`config.mk`:
```
export PLATFORM = sky130hd
export DESIGN_NAME = alu_mul_sequencer
export DESIGN_NICKNAME = d
export VERILOG_FILES = /design/src/rtl/alu_mul_sequencer.sv
export SDC_FILE = /design/constraint.sdc
export NUM_CORES = 1
export LEC_CHECK = 0
export CAP_MARGIN = 0
export CORE_ASPECT_RATIO = 0.75
export CORE_MARGIN = 3
export CORE_UTILIZATION = 30
export CTS_CLUSTER_SIZE = 28
export DETAILED_ROUTE_END_ITERATION = 16
export PLACE_DENSITY = 0.43
export REMOVE_ABC_BUFFERS = 1
export SYNTH_ARGS = -nofsm -noshare
export SYNTH_HDL_FRONTEND = slang
export SYNTH_SLANG_ARGS = --single-unit
```
`constraint.sdc`:
```
create_clock -name clk -period 9.7 [get_ports clk]
set_input_delay 1.455 -clock clk [delete_from_list [all_inputs] [get_ports clk]]
set_output_delay 1.455 -clock clk [all_outputs]
set_load 0.03 [all_outputs]
```
`src/rtl/alu_mul_sequencer.sv`:
```
// ---------------------------------------------------------------------------
// alu_mul_sequencer
//
// Purpose:
//   Iterative signed WIDTH x WIDTH shift-add multiplier that sits in the EX
//   stage beside the ALU, together with the pipeline-stall sequencer that
//   keeps the multiply instruction in EX until its 2*WIDTH-bit product is
//   ready. Single-cycle ALU ops never touch this block. The EX result mux
//   selects result_lo/result_hi while done is high.
//
//   The operands are converted to unsigned magnitudes at issue. One
//   multiplier bit is consumed per RUN cycle. The sign is applied once to
//   the final accumulator. Latency is fixed: issue cycle, WIDTH RUN cycles,
//   and then one DONE cycle. There is no early exit on zero operands.
//
// Ports:
//   clk          in   rising-edge clock
//   rst_n        in   asynchronous active-low reset
//   start        in   EX-stage instruction valid
//   alu_control  in   [5:0] decoded ALU control code of the EX instruction
//   a            in   [WIDTH-1:0] rs operand, two's complement
//   b            in   [WIDTH-1:0] rt operand, two's complement
//   flush        in   squash the EX instruction (branch/jump redirect)
//   stall        out  holds PC, IF/ID and ID/EX registers
//   busy         out  high while the shift-add loop runs
//   done         out  one-cycle pulse, result valid
//   result_lo    out  [WIDTH-1:0] low half of the product
//   result_hi    out  [WIDTH-1:0] high half of the product
// ---------------------------------------------------------------------------
module alu_mul_sequencer #(
    parameter int          WIDTH    = 32,
    parameter logic [5:0]  MUL_CODE = 6'b011000
) (
    input  logic             clk,
    input  logic             rst_n,
    input  logic             start,
    input  logic [5:0]       alu_control,
    input  logic [WIDTH-1:0] a,
    input  logic [WIDTH-1:0] b,
    input  logic             flush,
    output logic             stall,
    output logic             busy,
    output logic             done,
    output logic [WIDTH-1:0] result_lo,
    output logic [WIDTH-1:0] result_hi
);

    // Iteration counter width. A one-bit counter is used when WIDTH is 1 so
    // that the declaration stays legal.
    localparam int CW = (WIDTH > 1) ? $clog2(WIDTH) : 1;

    // The terminal count is compared explicitly. Counter wrap-around is
    // never relied on to end the loop.
    localparam logic [CW-1:0] CNT_LAST = CW'(WIDTH - 1);
    localparam logic [CW-1:0] CNT_ONE  = CW'(1);

    typedef enum logic [1:0] {
        ST_IDLE = 2'b00,
        ST_RUN  = 2'b01,
        ST_DONE = 2'b10
    } state_t;

    state_t               state_reg;
    logic [WIDTH-1:0]     mcand_reg;
    logic [WIDTH-1:0]     mplier_reg;
    logic [2*WIDTH-1:0]   acc_reg;
    logic [CW-1:0]        count_reg;
    logic                 neg_reg;
    logic                 busy_reg;
    logic                 done_reg;
    logic [WIDTH-1:0]     result_lo_reg;
    logic [WIDTH-1:0]     result_hi_reg;

    logic                 issue;
    logic [WIDTH-1:0]     mag_a;
    logic [WIDTH-1:0]     mag_b;
    logic [2*WIDTH-1:0]   shifted;
    logic [2*WIDTH-1:0]   addend;
    logic [2*WIDTH-1:0]   acc_next;
    logic [2*WIDTH-1:0]   product_next;

    // A squashed instruction never issues, even when it is a multiply.
    assign issue = start && (alu_control == MUL_CODE) && !flush;

    // Unsigned magnitudes. Negating the most negative value gives the same
    // bit pattern, and that pattern is the correct unsigned magnitude
    // (2^(WIDTH-1)).
    assign mag_a = a[WIDTH-1] ? -a : a;
    assign mag_b = b[WIDTH-1] ? -b : b;

    // The multiplicand is aligned to the weight of the multiplier bit that
    // is consumed in this cycle. The multiplier shifts right, so its bit 0
    // is always the current bit.
    assign shifted = {{WIDTH{1'b0}}, mcand_reg} << count_reg;

    genvar gi;
    generate
        for (gi = 0; gi < 2 * WIDTH; gi++) begin : g_addend
            assign addend[gi] = mplier_reg[0] & shifted[gi];
        end
    endgenerate

    assign acc_next = acc_reg + addend;

    // The sign is applied once to the complete magnitude product. The
    // negation has the full 2*WIDTH width.
    assign product_next = neg_reg ? -acc_next : acc_next;

    // -----------------------------------------------------------------------
    // Sequencer and datapath registers.
    // -----------------------------------------------------------------------
    always_ff @(posedge clk or negedge rst_n) begin
        if (!rst_n) begin
            state_reg     <= ST_IDLE;
            mcand_reg     <= '0;
            mplier_reg    <= '0;
            acc_reg       <= '0;
            count_reg     <= '0;
            neg_reg       <= 1'b0;
            busy_reg      <= 1'b0;
            done_reg      <= 1'b0;
            result_lo_reg <= '0;
            result_hi_reg <= '0;
        end else begin
            done_reg <= 1'b0;
            case (state_reg)
                ST_IDLE: begin
                    if (issue) begin
                        mcand_reg  <= mag_a;
                        mplier_reg <= mag_b;
                        neg_reg    <= a[WIDTH-1] ^ b[WIDTH-1];
                        acc_reg    <= '0;
                        count_reg  <= '0;
                        busy_reg   <= 1'b1;
                        state_reg  <= ST_RUN;
                    end
                end

                ST_RUN: begin
                    if (flush) begin
                        // Abandon the multiply. The previous result stays
                        // visible, and no done pulse is produced.
                        busy_reg  <= 1'b0;
                        state_reg <= ST_IDLE;
                    end else begin
                        acc_reg    <= acc_next;
                        mplier_reg <= mplier_reg >> 1;
                        count_reg  <= count_reg + CNT_ONE;
                        if (count_reg == CNT_LAST) begin
                            result_lo_reg <= product_next[WIDTH-1:0];
                            result_hi_reg <= product_next[2*WIDTH-1:WIDTH];
                            busy_reg      <= 1'b0;
                            done_reg      <= 1'b1;
                            state_reg     <= ST_DONE;
                        end
                    end
                end

                ST_DONE: begin
                    // The multiply is still in EX during this cycle, so
                    // start and alu_control are deliberately ignored here.
                    state_reg <= ST_IDLE;
                end

                default: begin
                    busy_reg  <= 1'b0;
                    state_reg <= ST_IDLE;
                end
            endcase
        end
    end

    // -----------------------------------------------------------------------
    // Stall is combinational. It must rise in the issue cycle to keep the
    // multiply in EX, and it must drop in the same cycle as a flush. It is
    // also gated by rst_n so that it reads 0 for the whole reset period.
    // -----------------------------------------------------------------------
    assign stall = rst_n &
                   (((state_reg == ST_IDLE) & issue) |
                    ((state_reg == ST_RUN)  & ~flush));

    assign busy      = busy_reg;
    assign done      = done_reg;
    assign result_lo = result_lo_reg;
    assign result_hi = result_hi_reg;

endmodule

```
Yosys cells after proc, flatten, opt, wreduce, memory -nomap -nowiden
Cells that the tools add are included.

Equality and inequality tests: 7. Reduce and logical (&&, ||, !) cells: 10. Add/sub/neg operators: 5. Shift operators: 1. Multiplexer cells: 23. Bitwise operators: 71.

Operators by type and width (number): 64-bit 2-to-1 mux (3); 32-bit 2-to-1 mux (4); 64-bit one-hot mux with 2 select lines (1); 1-bit bitwise AND (67); 64-bit adder (1); 32-bit negator (2); 64-bit negator (1); 32-bit one-hot mux with 2 select lines (1); 32-bit by 5-bit left shift with 64-bit output (1); 5-bit 2-to-1 mux (2); 5-bit one-hot mux with 2 select lines (1); 3-bit AND reduction (3); 6-bit by 5-bit equality test with 1-bit output, second input constant (1); 1-bit 2-to-1 mux (6); 2-bit 2-to-1 mux (3); 5-bit by 1-bit adder with 5-bit output, second input constant (1); 5-bit equality test, second input constant (1); 2-bit inequality test, second input constant (2); 2-bit one-hot mux with 2 select lines (1); 2-bit AND reduction (2); 3-bit inequality test, second input constant (1); 1-bit one-hot mux with 3 select lines (1); 2-bit by 1-bit equality test with 1-bit output, second input constant (1); 2-bit equality test, second input constant (1); other kinds (7) (9).

Output and inout port bits: 67. Register bits: 202. Bits of input ports: 74. Word-level logic and storage cells: 127.

Longest topological paths before layout
Gate-level depths: netlist of run 1.

Depth after elaboration: 6. Gate-level depth with buffers: 23. Mapped depth without buffers: 21.

Worst setup path after synthesis of run 1
OpenSTA, ideal clock, no wires.

Path kind: register -> register. Start: reg count_reg[0]. End: reg result_hi_reg[30] (netlist: result_hi[30]). Library setup time: 0.129 ns. Setup slack: 4.023 ns. Stages on the path, launching flop included: 24. Period minus slack after synthesis: 5.677 ns. Data arrival time: 5.548 ns. Data required time: 9.571 ns. Path buffers: 2. Path through: dfrtp_1 buf_1 inv_1 and3_1 a21oi_1 nor2_1 a21oi_1 mux2_2 mux2i_1 and2_1 ha_1 clkbuf_1 nand4_1 or3_1 or4_1 a31oi_1 o21ba_2 mux2i_1 a211o_1 nor4b_1 nand3_1 o41ai_1 xnor2_1 o21ai_1.

Longest elaborated chain between the ends: 5. Elaborated cells on any way between the ends: 69. Classes of those cells: add/sub (2); eq/ne (1); shift (1); mux (1); bitwise (63); reduce/logical (1).

RTL lines: start: declaration (RTL line 67) `logic [CW-1:0] count_reg;`; start signal: assignment (RTL line 148) `count_reg <= count_reg + CNT_ONE;`; 32-bit by 5-bit left shift with 64-bit output (RTL line 94) `assign shifted = {{WIDTH{1'b0}}, mcand_reg} << count_reg;`; 1-bit bitwise AND (RTL line 99) `assign addend[gi] = mplier_reg[0] & shifted[gi];`; 64-bit adder (RTL line 103) `assign acc_next = acc_reg + addend;`; 64-bit negator (RTL line 107) `assign product_next = neg_reg ? -acc_next : acc_next;`; 64-bit 2-to-1 mux (RTL line 107); end signal: assignment (RTL line 151) `result_hi_reg <= product_next[2*WIDTH-1:WIDTH];`; end: declaration (RTL line 72) `logic [WIDTH-1:0] result_hi_reg;`.

Several ways; a longest one is shown, not always the timed one. A chain may end at the register's enable or synchronous reset.

Worst setup path in the final report of run 1
Start: reg count_reg[0]. End: reg result_hi_reg[31] (netlist: result_hi[31]).

The elaborated chain is that of the path after synthesis.

==> results.toml, run 1 <==
[clock_tree]
cts_root_buf = "clkbuf_16"
htreeDepth = 1
clk-insertion-delay-late_ps = 570
clock_path_buffers = 3
cts_hold_buf = 0
numCtsBuffers = 26
postCtsSetupRepairBufs = 0
cts.sinks = 202
post_cts_resize_count = 0
cts_tree = "done"
clk_pin_slew_ps = 60

[floorplanning]
core_area_um2 = 54900
fp.dieW_um = 279
io_pins = 141
initial_utilization = 0.306
rows = 74
dieArea_um2 = 58900
die_y_um = 211

[global_routing]
grt_pass1_vias = 15200
grt_max_degree = 119
grt_pass1_wl_um = 95300
grtUsageTotal = 0.207
antenna_found_initial = 2
grt_overflow = 0

[pwr]
ir_worst_vdd_v = 0.000103
power_density_nw_per_um2 = 124
p_leak_nw = 8.18

[timing]
fmaxAchievable_ghz = 0.128
fin_crit_sh = 0.803
hold_viol_final = 0
slew_violations = 0
finalSetupTns_ps = 0
setup_violations = 0
period_needed_ps = 7790
skew_ps = 19.9
slew_headroom = 0.253
worstMarginPinSlew_ps = 1120
rsz0062_at_grt = "false"

[synthesis]
synthFlopType = "dfrtp_1"
synth_edf_count = 0
ys_seq_area_frac = 0.301
ys_seq_elements = 202
synth_cell_types = 78
synth_area_um2 = 16800
synthCells = 2094
synth_warnings = 0
synth_area_per_cell_um2 = 8.02
async_flop_share = 1.00

[final_layout]
fillers = 5685
largest_register_ff_count = 64
multi_input_area_um2 = 11100
layout_commonest_cell = "nand2_1"
ff_latch_area_um2 = 5060
num-nets-final = 2286
postLayoutCoreUtil = 0.358
syn_to_final_growth_pct = 17.1
final_cell_mix = "nand2_1, o21ai_0, dfrtp_1, clkdlybuf4s50_1, nor2_1"
drive_above_1_share = 0.0648

[setup_path]
crit_type = "flop to flop"
start_kind = "flop"
path_delay_family = "simple AND/OR/NAND/NOR gates"
crit_slowest_cell = "dfrtp_2"
path_cells = "inv_1 -> and3_1 -> a21oi_1 -> nor2_1 -> a21oi_1 -> mux2_2 -> mux2i_1 -> and2_1 -> ha_1 -> nand4_1 -> or3_1 -> or4_1 -> a31oi_1 -> o21ba_2 -> mux2i_1 -> a211o_1 -> nor4b_1 -> nand4_1 -> o41ai_1 -> xnor2_1 -> o21ai_1"
crit_fanout = 41
required_ps = 10110
slowest_delay_ps = 1000
cp.arrival_ps = 8200
critPathBufInv = 1
crit_path_end_kind = "flop"

[place]
routabilityCongestion = 0.919
portBuffers = 140
hpwlAfterDp_um = 47600

[routing]
via_per_inst = 5.56
drt_pass1_iterations = 5
num_vias = 16000
drtIter0Drc = 1289
antenna_left = 0
drc = 0
routedWlPerCell_um = 21.6
drt-total-wl_um = 62200

[run_status]
status = "complete, no violations"

[min_path]
min_path_type = "flop to flop"

[job]
maxCapViolations = 0
layout make-up:
class / count / area share
multi-input combinational: 1726 / 0.567
sequential: 202 / 0.257
timing repair buffer: 156 / 0.0782
tap: 722 / 0.0459
clock buffer: 35 / 0.0378
clock inverter: 12 / 0.00814
inverter: 31 / 0.00592
antenna: 1 / 0.000127
power breakdown:
| group | total, W | internal (W) | switching, W |
|---|---|---|---|
| Combinational | 0.000487 | 0.000215 | 0.000272 |
| Sequential | 0.000908 | 0.000870 | 0.0000382 |
| Clock | 0.00104 | 0.000619 | 0.000420 |
| Total | 0.00243 | 0.00170 | 0.000730 |
worst reg2reg max path: cells and delay by family (launching register included):
family / cells / cell delay (ps)
flip-flops: 1 / 1000
multiplexers: 3 / 540
AO/OA/AOI/OAI: 7 / 2160
adder cells (fa/ha/maj): 1 / 450
XOR/XNOR: 1 / 160
buffers and inverters: 1 / 350
AND/OR/NAND/NOR: 8 / 2980
path summary, 6_finish.rpt:
kind                       depth (start not counted)  slack [ps]            end          from
max                                               21        1910  result_hi[31]  count_reg[0]
min                                                2         470   result_hi[9]  result_hi[9]
max reg2reg                                       21        1910  result_hi[31]  count_reg[0]
min reg2reg                                        2         470   result_hi[9]  result_hi[9]
max in group asynchronous                          2        7740        neg_reg         rst_n
min in group asynchronous                          1         810    acc_reg[33]         rst_n
synthesized netlist by cell type (7+ instances only):
| library cell | instances | share of area |
|---|---|---|
| a2111oi_0 | 7 | 0.0036 |
| a21boi_0 | 7 | 0.0031 |
| o22ai_1 | 21 | 0.0078 |
| dfrtp_1 | 202 | 0.30 |
| nor2b_1 | 11 | 0.0041 |
| inv_1 | 31 | 0.0069 |
| nor2_1 | 117 | 0.026 |
| o21ai_1 | 9 | 0.0027 |
| nor4_1 | 12 | 0.0045 |
| a21oi_1 | 105 | 0.031 |
| mux2_2 | 17 | 0.011 |
| and2_1 | 25 | 0.0093 |
| or2_2 | 12 | 0.0045 |
| a22oi_1 | 31 | 0.014 |
| nand4_1 | 37 | 0.014 |
| buf_1 | 14 | 0.0031 |
| ha_1 | 68 | 0.051 |
| xnor2_1 | 61 | 0.032 |
| a221o_1 | 9 | 0.0054 |
| or3_1 | 25 | 0.0093 |
| o21ai_0 | 271 | 0.081 |
| a211oi_1 | 12 | 0.0054 |
| o31ai_1 | 29 | 0.013 |
| nor3_1 | 38 | 0.011 |
| o21a_1 | 12 | 0.0054 |
| o211ai_1 | 12 | 0.0054 |
| a22o_1 | 9 | 0.0047 |
| mux4_2 | 24 | 0.032 |
| or4_1 | 13 | 0.0058 |
| xor2_1 | 107 | 0.056 |
| a31oi_1 | 11 | 0.0041 |
| nand3_1 | 95 | 0.028 |
| o21bai_1 | 9 | 0.0040 |
| clkbuf_1 | 115 | 0.026 |
| mux2i_1 | 39 | 0.023 |
| nand2_1 | 321 | 0.072 |
| nand2b_1 | 19 | 0.0071 |
| and3_1 | 12 | 0.0045 |
| a21o_1 | 28 | 0.013 |
| o41ai_1 | 15 | 0.0078 |
logic make-up after synthesis:
group / synth area share
simple gates: 0.213
compound gates: 0.242
flops: 0.301
xor+xnor: 0.0876
buf+inv: 0.0381
mux: 0.0668
fa+ha+maj: 0.0518
per-stage QoR:
step	cell area (µm²)	hold WS [ps]	setup slack (ps)	total power (W)	instances
finish	19700	475	1910	0.00243	2885
global route	19700	496	1360	0.00256	2885
CTS	19700	481	1890	0.00248	2884
detailed placement	18800	469	1900	0.00142	2837
global placement	18800	460	1920	0.00141	2837
floorplan	16300	456	3390	0.00123	1959
routing by layer:
layer | vias up | share of wire | track usage
li1 | 7764 | - | -
met1 | 7804 | 0.53 | 0.329
met2 | 422 | 0.40 | 0.294
met3 | 54 | 0.052 | 0.0308
met4 | 2 | 0.017 | 0.0369
met5 | - | 0.00021 | 0
(Power assumes the default switching activity.)
==> run 2, diff against run 1 <==
--- a/config.mk
+++ b/config.mk
@@ -11,7 +11,7 @@
 export CORE_UTILIZATION = 30
 export CTS_CLUSTER_SIZE = 28
 export DETAILED_ROUTE_END_ITERATION = 16
-export PLACE_DENSITY = 0.43
+export PLACE_DENSITY = 0.44
 export REMOVE_ABC_BUFFERS = 1
 export SYNTH_ARGS = -nofsm -noshare
 export SYNTH_HDL_FRONTEND = slang
==> constraint.sdc (replaced) <==
create_clock -name clk -period 6.9 [get_ports clk]
set_input_delay 1.035 -clock clk [delete_from_list [all_inputs] [get_ports clk]]
set_output_delay 1.035 -clock clk [all_outputs]
set_load 0.03 [all_outputs]
==> run 2 against run 1 <==
Via count up 1.6%. Sequential power rose by 39%. Clock power is 31% higher. Clock skew shrank 0.69 ps. Critical endpoint is now result_hi[28]. Cell count rose by 2.2%. Critical path type unchanged. Power is 39% higher. Clock-buffer cell count shrank 2. Setup slack worse by 1300 ps.
==> results.toml, run 2 (synthesis results as in run 1) <==
[setup_path]
crit_slowest_cell = "dfrtp_2"
start_kind = "flop"
path_delay_family = "compound AO/OA/AOI/OAI gates"
cp_num_cells = 23
reg2reg_slack_ps = 570
r2r-end = "result_hi[28]"
timing.rr.start = "count_reg[1]"
crit_path_end_kind = "flop"
startpoint = "count_reg[1]"
cp.arrival_ps = 6740
crit_fanout = 18
reg2regPathDepth = 23
critPathBufInv = 3
crit_top_cell = "buf_4"
slowest_delay_ps = 590
critPathCapture = "result_hi[28]"
required_ps = 7310
crit_type = "flop to flop"
path_cells = "mux2i_1 -> nor2_1 -> a31oi_1 -> nor2_1 -> a21oi_1 -> mux2_2 -> mux2i_1 -> and2_1 -> ha_1 -> a21oi_1 -> o21ai_0 -> a211oi_1 -> a21boi_0 -> buf_4 -> xnor2_1 -> nand4_1 -> nor4b_1 -> buf_4 -> nand3_1 -> buf_4 -> o31ai_1 -> xnor2_1 -> o21ai_0"

[global_routing]
grt_overflow = 0
grt_pass1_vias = 15700
grt_max_degree = 100
antenna_found_initial = 0
grtUsageTotal = 0.207
grt_pass1_wl_um = 96400

[timing]
rsz0062_at_grt = "false"
fin_crit_sh = 0.917
slew_headroom = 0.297
setup_violations = 0
hold_viol_final = 0
worstMarginPinSlew_ps = 1050
finalSetupTns_ps = 0
fmaxAchievable_ghz = 0.158
skew_ps = 19.2
period_needed_ps = 6330
slew_violations = 0

[final_layout]
largest_register_ff_count = 64
antenna_cells = 0
num-nets-final = 2354
syn_to_final_growth_pct = 19.8
fin_area_um2 = 20100
fillers = 5696
drive_above_1_share = 0.0930
final_cell_mix = "nand2_1, o21ai_0, dfrtp_1, clkdlybuf4s50_1, nor2_1"
layout_commonest_cell = "nand2_1"

[pwr]
p_leak_nw = 8.47
power_density_nw_per_um2 = 168
power.total_w = 0.00337
ir_worst_vdd_v = 0.000148

[place]
portBuffers = 140
routabilityCongestion = 0.927
hpwlAfterDp_um = 48400
place_area_um2 = 19300

[clock_tree]
cts.sinks = 202
cts_hold_buf = 0
htreeDepth = 1
numCtsBuffers = 25
cts_tree = "done"
clk-insertion-delay-late_ps = 570
clock_path_buffers = 3
clk_pin_slew_ps = 70
cts_root_buf = "clkbuf_16"

[routing]
drt-total-wl_um = 61900
drt_pass1_iterations = 5
routedWlPerCell_um = 21.0
num_vias = 16300
drtIter0Drc = 1305
antenna_left = 0
via_per_inst = 5.53
drc = 0

[floorplanning]
initial_utilization = 0.306
io_pins = 141
core_area_um2 = 54900
rows = 74
fp.dieW_um = 279
dieArea_um2 = 58900
die_y_um = 211

[min_path]
min_path_type = "input port to asynchronous set/reset pin"

[job]
maxCapViolations = 0

[run_status]
status = "complete, no violations"
[run 2: worst min-delay path by stage]
| stage | startpoint | cells past startpoint | to | slack (ps) |
|---|---|---|---|---|
| after global placement | result_lo[28] | 2 | result_lo[28] | 460 |
| after detailed placement | result_hi[11] | 2 | result_hi[11] | 470 |
| after floorplan | acc_reg[19] | 2 | acc_reg[19] | 460 |
| final | rst_n | 1 | acc_reg[33] | 460 |
| after CTS | rst_n | 1 | acc_reg[33] | 450 |
| after global routing | rst_n | 1 | acc_reg[33] | 470 |
[run 2: metal layers]
layer	share of wire	vias up	routed length, µm	global-route usage
li1	-	7897	-	-
met1	0.53	7880	32500	0.328
met4	0.020	0	1260	0.0398
met5	0	-	0	0
met2	0.41	467	25200	0.300
met3	0.048	66	2980	0.0266
[run 2: area by class of cell]
cell class              instances  area, µm²  area share
well taps                     722        903      0.0449
repair buffers                225       2060       0.102
clock inverters                10        128     0.00634
clock buffers                  33        706      0.0351
flip-flops and latches        202       5060       0.251
inverters                      31        116     0.00578
multi-input cells            1726      11200       0.555
[run 2: through the flow]
| step | hold slack, ps | util | instances | setup slack [ps] |
|---|---|---|---|---|
| after floorplan | 456 | - | 1959 | 590 |
| after global placement | 462 | 0.351 | 2906 | 411 |
| after detailed placement | 471 | 0.351 | 2906 | 180 |
| after CTS | 450 | 0.366 | 2949 | 139 |
| after global routing | 467 | 0.367 | 2949 | 55.7 |
| final | 455 | 0.367 | 2949 | 572 |
[run 2: where the power goes]
group	switching (W)	internal (W)	total, W	leakage (nW)
Sequential	0.0000364	0.00122	0.00126	2.79
Clock	0.000567	0.000796	0.00136	0.406
Combinational	0.000416	0.000333	0.000749	5.27
[run 2: timing repair]
action | in CTS | in global routing
endpoints found under the hold margin | 0 | 0
resized for setup | 0 | 5
buffers inserted | 0 | 0
setup endpoints to repair | 0 | 26
==> run 3, diff against run 2 <==
--- a/config.mk
+++ b/config.mk
@@ -6,7 +6,6 @@
 export NUM_CORES = 1
 export LEC_CHECK = 0
 export CAP_MARGIN = 0
-export CORE_ASPECT_RATIO = 0.75
 export CORE_MARGIN = 3
 export CORE_UTILIZATION = 30
 export CTS_CLUSTER_SIZE = 28
==> run 3 against run 2 <==
Utilization increased by 0.40 points. Sequential share of layout area is 0.44 points lower. Register-to-register slack worse by 180 ps. Global-route usage barely moved. Critical path type unchanged.
==> results.toml, run 3 (synthesis results as in run 1) <==
[final_layout]
syn_to_final_growth_pct = 22.0
layout_commonest_cell = "nand2_1"
drive_above_1_share = 0.110
largest_register_ff_count = 64
antenna_cells = 0
final_cell_mix = "nand2_1, o21ai_0, dfrtp_1, clkdlybuf4s50_1, buf_4"
num-nets-final = 2395

[global_routing]
grt_max_degree = 106
grt_overflow = 0
grt_pass1_wl_um = 97400
grtUsageTotal = 0.208
grt_pass1_vias = 15900
antenna_found_initial = 0

[setup_path]
crit_type = "flop to flop"
required_ps = 7300
crit_slowest_cell = "a2111oi_1"
crit_path_end_kind = "flop"
slowest_delay_ps = 850
path_cells = "buf_8 -> nor2_1 -> a31oi_1 -> nor2_1 -> a21oi_1 -> mux2_2 -> nor2_1 -> ha_1 -> nand4_1 -> a2111oi_1 -> o21a_1 -> o22ai_1 -> nor4_2 -> nand4_2 -> or4_4 -> or4_1 -> buf_4 -> o21ai_0 -> xor2_1 -> o21ai_0"
reg2reg_slack_ps = 400
crit_fanout = 19
start_kind = "flop"
cp.arrival_ps = 6910
path_delay_family = "compound AO/OA/AOI/OAI gates"
critPathBufInv = 2
crit_top_cell = "nor2_1"

[clock_tree]
cts.sinks = 202
cts_hold_buf = 0
cts_root_buf = "clkbuf_16"
cts_tree = "done"
htreeDepth = 1
clk-insertion-delay-late_ps = 580
clock_path_buffers = 3
clk_pin_slew_ps = 60
numCtsBuffers = 27

[routing]
drc = 0
via_per_inst = 5.40
routedWlPerCell_um = 20.8
drt-total-wl_um = 62800
num_vias = 16300
drtIter0Drc = 1126
antenna_left = 0
drt_pass1_iterations = 7

[timing]
holdWs_ps = 382
slew_violations = 0
rsz0062_at_grt = "false"
fmaxAchievable_ghz = 0.154
fin_crit_sh = 0.943
slew_headroom = 0.308
period_needed_ps = 6500
skew_ps = 23.7
worstMarginPinSlew_ps = 1040
fin_ws_ps = 395
hold_viol_final = 0
setup_violations = 0

[place]
pre_cts_slack_ps = -2.19
routabilityCongestion = 0.914
hpwlAfterDp_um = 49500
portBuffers = 140

[pwr]
power.total_w = 0.00345
p_leak_nw = 8.68
ir_worst_vdd_v = 0.000155
power_density_nw_per_um2 = 168

[floorplanning]
initial_utilization = 0.304
rows = 86
die_y_um = 243
io_pins = 141
core_area_um2 = 55300
fp.dieW_um = 243
dieArea_um2 = 58900

[min_path]
min_path_type = "input port to asynchronous set/reset pin"

[run_status]
status = "complete, no violations"

[job]
maxCapViolations = 0
[run 3: cell count changes in the layout (fill, tap and decap cells not counted), sizes merged]
cell | before | now
buf | 85 | 124
inv | 33 | 34
clkinv | 4 | 5
clkbuf | 34 | 39
[run 3: worst reg2reg max path, delay by kind of cell (launching register included)]
family / cells / cell delay (ps)
xor+xnor: 1 / 160
fa+ha+maj: 1 / 470
compound gates: 7 / 2270
flops: 1 / 620
simple gates: 8 / 2090
buf+inv: 2 / 420
mux: 1 / 290
[run 3: layer usage]
metal  track usage  routed length [µm]  share of wire  vias to the layer above
met5             0                   0              0                        -
met4        0.0446                1370          0.022                        0
met3        0.0225                2560          0.041                       81
met2         0.334               27800           0.44                      408
met1         0.302               31000           0.49                     7817
li1              -                   -              -                     7995
[run 3: power breakdown]
part	switching (W)	internal, W
sequential	0.0000417	0.00122
clock	0.000587	0.000840
combinational	0.000417	0.000344
total	0.00105	0.00241
[run 3: cell type report]
cell class,instances,area (µm²)
multi-input combinational,1726,11200
tap,748,936
clock inverter,12,126
clock buffer,38,757
sequential,202,5060
fill,5882,34800
inverter,31,116
timing repair buffer,264,2340
[run 3: timing repair]
| action | CTS | global route |
|---|---|---|
| gates resized for setup | 1 | 4 |
| buffers inserted | 0 | 1 |
| setup endpoints to repair | 5 | 20 |
| pin swaps | 0 | 0 |
[run 3: stage by stage]
step / util / area (µm²) / std cells / TNS, ps
after CTS: 0.370 / 20500 / 3020 / 0
after global placement: 0.354 / 19600 / 2970 / 0
final: 0.371 / 20500 / 3021 / 0
after floorplan: - / 16300 / 1959 / 0
after global routing: 0.371 / 20500 / 3021 / 0
after detailed placement: 0.354 / 19600 / 2970 / -2.19
[run 3: worst paths after layout]
check | start | to | cells after the start
worst max-delay path | count_reg[0] | result_hi[14] | 20
worst min-delay path | rst_n | acc_reg[15] | 1
worst max register to register | count_reg[0] | result_hi[14] | 20
worst min register to register | result_hi[5] | result_hi[5] | 2
max in group asynchronous | rst_n | acc_reg[33] | 3
min in group clk | result_hi[5] | result_hi[5] | 2
